## src/rtl/l3_onchip_pkg.sv

```systemverilog
// -----------------------------------------------------------------------------
// l3_onchip_pkg
// Shared types and constants for the on-chip L2/L3 memory subsystem.
//   fill_state_e  : bank init controller FSM states
//   init_mode_e   : fill data source (constant pattern or word address)
//   L2_DATA_WIDTH : bank word width, shared with l3_onchip_subsystem
// -----------------------------------------------------------------------------
package l3_onchip_pkg;

  localparam int unsigned L2_DATA_WIDTH = 32;

  typedef enum logic {
    IDLE = 1'b0,
    FILL = 1'b1
  } fill_state_e;

  typedef enum logic {
    INIT_CONST = 1'b0,
    INIT_ADDR  = 1'b1
  } init_mode_e;

endpackage : l3_onchip_pkg

```

## src/rtl/l3_bank_init_ctrl.sv

```systemverilog
// -----------------------------------------------------------------------------
// l3_bank_init_ctrl
// Per-bank controller between one interconnect output port and one SRAM bank
// (1-cycle read latency). It owns the bank port and arbitrates between the
// interconnect and an internal fill engine that writes every word of the bank
// with either a constant pattern or the word's own address.
//
// Ports:
//   clk_i, rst_ni                 clock, asynchronous active-low reset
//   init_req_i/_mode_i/_pattern_i fill request (sampled only when idle)
//   init_busy_o, init_done_o      fill running / one-cycle completion pulse
//   req_i, gnt_o, add_i, wen_i,
//   wdata_i, be_i, vld_o, rdata_o interconnect side (wen_i = 1 means read)
//   mem_*_o, mem_rdata_i          SRAM bank side (mem_we_o active high)
// -----------------------------------------------------------------------------
module l3_bank_init_ctrl
  import l3_onchip_pkg::*;
#(
  parameter int unsigned          NumWords     = 32768,
  parameter int unsigned          AddrWidth    = $clog2(NumWords),
  parameter int unsigned          DataWidth    = L2_DATA_WIDTH,
  parameter logic                 InitOnReset  = 1'b1,
  parameter logic [DataWidth-1:0] ResetPattern = {DataWidth{1'b0}}
) (
  input  logic                   clk_i,
  input  logic                   rst_ni,
  // fill control
  input  logic                   init_req_i,
  input  logic                   init_mode_i,
  input  logic [DataWidth-1:0]   init_pattern_i,
  output logic                   init_busy_o,
  output logic                   init_done_o,
  // interconnect side
  input  logic                   req_i,
  output logic                   gnt_o,
  input  logic [AddrWidth-1:0]   add_i,
  input  logic                   wen_i,
  input  logic [DataWidth-1:0]   wdata_i,
  input  logic [DataWidth/8-1:0] be_i,
  output logic                   vld_o,
  output logic [DataWidth-1:0]   rdata_o,
  // SRAM bank side
  output logic                   mem_req_o,
  output logic                   mem_we_o,
  output logic [AddrWidth-1:0]   mem_addr_o,
  output logic [DataWidth-1:0]   mem_wdata_o,
  output logic [DataWidth/8-1:0] mem_be_o,
  input  logic [DataWidth-1:0]   mem_rdata_i
);

  localparam int unsigned    BeWidth    = DataWidth / 8;
  localparam logic [AddrWidth-1:0] LastAddr = AddrWidth'(NumWords - 1);
  localparam fill_state_e    ResetState = InitOnReset ? FILL : IDLE;

  fill_state_e          state_q, state_d;
  logic [AddrWidth-1:0] cnt_q, cnt_d;
  logic [DataWidth-1:0] pattern_q, pattern_d;
  init_mode_e           mode_q, mode_d;
  logic                 done_q, done_d;
  logic                 vld_q, vld_d;

  logic                 fill_last_s;
  logic [DataWidth-1:0] fill_data_s;
  logic                 gnt_s;

  // The last fill write is the one addressing the final bank word; NumWords
  // need not be a power of two, so the wrap is an explicit compare.
  assign fill_last_s = (state_q == FILL) && (cnt_q == LastAddr);
  assign fill_data_s = (mode_q == INIT_ADDR) ? DataWidth'(cnt_q) : pattern_q;

  // FSM state register
  always_ff @(posedge clk_i or negedge rst_ni) begin
    if (!rst_ni) begin
      state_q <= ResetState;
    end else begin
      state_q <= state_d;
    end
  end

  // Fill counter, latched fill settings and registered status outputs
  always_ff @(posedge clk_i or negedge rst_ni) begin
    if (!rst_ni) begin
      cnt_q     <= {AddrWidth{1'b0}};
      pattern_q <= ResetPattern;
      mode_q    <= INIT_CONST;
      done_q    <= 1'b0;
      vld_q     <= 1'b0;
    end else begin
      cnt_q     <= cnt_d;
      pattern_q <= pattern_d;
      mode_q    <= mode_d;
      done_q    <= done_d;
      vld_q     <= vld_d;
    end
  end

  // Next-state logic: accept a fill request when idle, walk the bank when filling
  always_comb begin
    state_d   = state_q;
    cnt_d     = cnt_q;
    pattern_d = pattern_q;
    mode_d    = mode_q;
    done_d    = 1'b0;
    case (state_q)
      IDLE: begin
        if (init_req_i) begin
          state_d   = FILL;
          cnt_d     = {AddrWidth{1'b0}};
          pattern_d = init_pattern_i;
          mode_d    = init_mode_e'(init_mode_i);
        end else begin
          state_d   = IDLE;
        end
      end
      FILL: begin
        // Further init requests are deliberately not looked at here.
        if (fill_last_s) begin
          state_d = IDLE;
          cnt_d   = {AddrWidth{1'b0}};
          done_d  = 1'b1;
        end else begin
          state_d = FILL;
          cnt_d   = cnt_q + AddrWidth'(1);
        end
      end
      default: begin
        state_d = ResetState;
        cnt_d   = {AddrWidth{1'b0}};
      end
    endcase
  end

  // Output logic: bank port mux between interconnect and fill engine.
  // Grant and bank request are held off while reset is asserted.
  always_comb begin
    gnt_s       = 1'b0;
    mem_req_o   = 1'b0;
    mem_we_o    = 1'b0;
    mem_addr_o  = cnt_q;
    mem_wdata_o = pattern_q;
    mem_be_o    = {BeWidth{1'b0}};
    case (state_q)
      IDLE: begin
        // A request arriving together with init_req_i is still served here.
        gnt_s       = req_i & rst_ni;
        mem_req_o   = req_i & rst_ni;
        mem_we_o    = ~wen_i;
        mem_addr_o  = add_i;
        mem_wdata_o = wdata_i;
        mem_be_o    = be_i;
      end
      FILL: begin
        gnt_s       = 1'b0;
        mem_req_o   = rst_ni;
        mem_we_o    = 1'b1;
        mem_addr_o  = cnt_q;
        mem_wdata_o = fill_data_s;
        mem_be_o    = {BeWidth{1'b1}};
      end
      default: begin
        gnt_s       = 1'b0;
        mem_req_o   = 1'b0;
      end
    endcase
    vld_d = gnt_s;
  end

  assign gnt_o       = gnt_s;
  assign vld_o       = vld_q;
  assign init_busy_o = (state_q == FILL);
  assign init_done_o = done_q;
  // Read data comes straight from the bank; it never feeds control logic.
  assign rdata_o     = mem_rdata_i;

endmodule : l3_bank_init_ctrl
```

## config.mk

```make
export PLATFORM = sky130hd
export DESIGN_NAME = l3_bank_init_ctrl
export DESIGN_NICKNAME = d
export VERILOG_FILES = /design/src/rtl/l3_onchip_pkg.sv /design/src/rtl/l3_bank_init_ctrl.sv
export SDC_FILE = /design/constraint.sdc
export NUM_CORES = 1
export LEC_CHECK = 0
export ABC_AREA = 1
export BUFFER_PORTS_ARGS = -buffer_cell sky130_fd_sc_hd__buf_2
export CORE_ASPECT_RATIO = 0.8
export CORE_MARGIN = 8
export CORE_UTILIZATION = 40
export DETAILED_ROUTE_END_ITERATION = 8
export HOLD_SLACK_MARGIN = 0.1
export PLACE_DENSITY = 0.77
export SYNTH_ARGS = -nofsm -noshare
export SYNTH_HDL_FRONTEND = slang
export SYNTH_SLANG_ARGS = --single-unit
```

## constraint.sdc

```tcl
create_clock -name clk_i -period 1.61 [get_ports clk_i]
set_input_delay 0.161 -clock clk_i [delete_from_list [all_inputs] [get_ports clk_i]]
set_output_delay 0.161 -clock clk_i [all_outputs]
set_load 0.02 [all_outputs]
```

==> impl_metrics.tcl <==
set metrics [dict create \
    outcome "finished, violations left" \
    violations "setup timing" \
    synth-xor-area-share_pct 1.595 \
    ant_nets 0 \
    slew_headroom_pct 55.49 \
    drt_iter0_markers 126 \
    initial_core_util_pct 41.46 \
    hold_violations 0 \
    rows 29 \
    syn2layout_area_growth_pct 51.65 \
    endpoint_kind "output port" \
    vias_per_cell 5.009 \
    die_area_sq_mm 0.01141 \
    synth-compound-area-share_pct 8.355 \
    synthAdderAreaFrac_pct 0.3798 \
    hold-worst-slack_ns 0.2026 \
    fin_crit_ns 1.781 \
    post-route-drc-count 0 \
    rr_startpoint "init_busy_o$_DFF_PN1_" \
    synth_top_area_share_pct 37.98 \
    ys_warn_count 0 \
    tightest_slew_ns 0.6669 \
    placed_cells 589 \
    reg2reg_slack_ns 0.01 \
    antenna_found_initial 0 \
    post-place-ws_ns 0.04133 \
    io_buffers 145 \
    cts_tree "done" \
    yosysTopAreaCell "dfrtp_1" \
    worstPathRequired_ns 1.45 \
    dieWidth_microns 117.5 \
    cts.clk_slew.worst_paths_ns 0.09 \
    setup_ws_ns -0.1711 \
    die_h_microns 97.17 \
    gp_congestion 0.8590 \
    synthFlopType "dfrtp_1" \
    cts_root_buffer "clkbuf_8" \
    pin_count 210 \
    cts_inserted_buffers 5 \
    p_leak_nw 2.747 \
    cp.arrival_ns 1.62 \
    core_sq_mm 0.007946 \
    power.density_mw_per_mm2 474.3 \
    crit_fanout 14 \
    final_nets 658 \
    yosysMostFrequentCell "nand2_1" \
    cap_violations 0 \
    first_global_vias 3410 \
    netlist_instances 375 \
    wl_per_cell_microns 17.86 \
    skew_ns 0.002638 \
    yosys-top-cells-area "dfrtp_1, nand2_1, mux2_4" \
    final_layout_size_suffix_gt1_share_pct 48.13 \
    cp-start-kind "flop" \
    cts_num_sinks 51 \
    min_path_cells 3 \
    crit_start "init_busy_o$_DFF_PN1_" \
    yosysSeqAreaShare_pct 38.78 \
    grt_max_degree 52 \
    ys_ff_latch 51 \
    finalNonFillerCells 644 \
    cts_buffer_depth 2 \
    rsz0062_at_grt "true" \
    grt_util_all_layers_pct 17.90 \
    grt_overflow_total 0 \
    syn_nets 497 \
    hold_path_class "input port to flop" \
    r2r_cells 5 \
    ys_types 34 \
    synth.avg_cell_area_sq_um 8.785 \
    yosys-top-cells-count "nand2_1, dfrtp_1, buf_4" \
    async_flop_share_pct 100.0 \
    wl_microns 11500 \
    synth_edf_count 0 \
    drt_pass1_iterations 4 \
    n_antenna_cell 0 \
    worstSetupEndpoint "mem_wdata_o[8]" \
    drv_slew 0 \
    critical_path_class "flop to output port" \
    yosys.area_share.simple_pct 24.19 \
    vias 3226 \
    timing.rr.end "pattern_q[21]$_DFFE_PN0P_" \
    synth_mux_area_share_pct 14.58 \
    fmax_mhz 561.5 \
    cts_max_level 2 \
    syn_area_sq_mm 0.003294 \
    dp_hpwl_microns 7152 \
    irDropWorstVdd_v 0.0003243 \
    clk_latency_ns 0.30 \
    fin_crit_sh_pct 110.6 \
    grt_pass1_wl_microns 17060 \
    finalSetupViolCount 52 \
    synth_top_family_by_area "simple AND/OR/NAND/NOR gates" \
    setup-tns-final_ns -5.591 \
]
[cells in the final DEF (no fill, tap or decap), types with 5 or more instances in the layout]
cell / instances
nand3_1: 8
nand2_1: 116
a22o_1: 17
mux2_4: 29
inv_1: 11
clkbuf_8: 5
buf_2: 93
dlygate4sd3_1: 34
o21ai_1: 9
dfrtp_1: 50
nor2_1: 6
nand2_4: 14
o21ai_0: 10
nand2_2: 19
buf_4: 22
buf_6: 42
[per-stage QoR]
stage                     utilization [%]  power, mW  area (sq um)
after floorplan                         -      1.427          3294
after global placement              49.05      1.443          3897
after detailed placement            49.05      1.446          3897
after CTS                           57.35      2.380          4557
after global routing                62.87      2.476          4996
final                               62.87      2.370          4996
[logic make-up (layout without fill, tap and decap cells)]
logic type               after synthesis  count (layout)
AND/OR/NAND/NOR                      184             184
XOR/XNOR                               6               6
multiplexers                          33              33
AO/OA/AOI/OAI                         40              40
adder cells (fa/ha/maj)                1               1
flip-flops                            51              51
buffers and inverters                 60             221
[what timing repair did]
item | CTS | global route
cloned | 1 | 4
hold endpoints to repair | 83 | 0
hold buffers | 34 | 0
setup buffers | 4 | 5
pin swaps | 1 | 2
resized for setup | 62 | 94
endpoints found under the setup margin | 51 | 70
[sequential cells by signal, indices dropped and copies added, names as in the netlist]
| signal | count |
|---|---|
| mode_q | 1 |
| init_done_o | 1 |
| vld_o | 1 |
| init_busy_o | 1 |
| pattern_q | 32 |
| cnt_q | 15 |
[critical path: stages (launching register included)]
cell,delay [ns]
dfstp_2,0.63
buf_8,0.17
nand2_1,0.12
nand2_1,0.09
o21ai_0,0.08
nand2_1,0.08
buf_4,0.14
[final cells by class]
type,instances,area [sq um]
Clock buffer,6,72.57
Timing Repair Buffer,200,1637
Tap cell,108,135.1
Clock inverter,1,30.03
Inverter,13,63.81
Sequential cell,51,1277
Fill cell,621,2950
Multi-Input combinational cell,264,1774
Timing Repair inverter,1,6.256
[layer usage]
metal | track usage, % | wire, microns | vias up
met5 | 0 | 0 | -
met4 | 5.108 | 233 | 0
met3 | 8.420 | 1199 | 27
li1 | - | - | 1504
met2 | 29.91 | 5511 | 172
met1 | 19.99 | 4559 | 1523
[worst min-delay path by stage]
stage | from | endpoint | slack [ns]
after floorplan | rst_ni | cnt_q[0]$_DFFE_PN0P_ | -0.13
after global placement | mem_rdata_i[19] | rdata_o[19] | 0.32
after detailed placement | mem_rdata_i[19] | rdata_o[19] | 0.32
after CTS | req_i | vld_o$_DFF_PN0_ | 0.11
after global routing | req_i | vld_o$_DFF_PN0_ | 0.21
final | req_i | vld_o$_DFF_PN0_ | 0.20
[power breakdown]
| group | leakage [nW] | switching [mW] | internal, mW |
|---|---|---|---|
| combinational | 2.01 | 0.0877 | 0.135 |
| clock | 0.0513 | 0.411 | 0.456 |
| sequential | 0.689 | 0 | 1.28 |
Power figures use the tool's default switching activity.
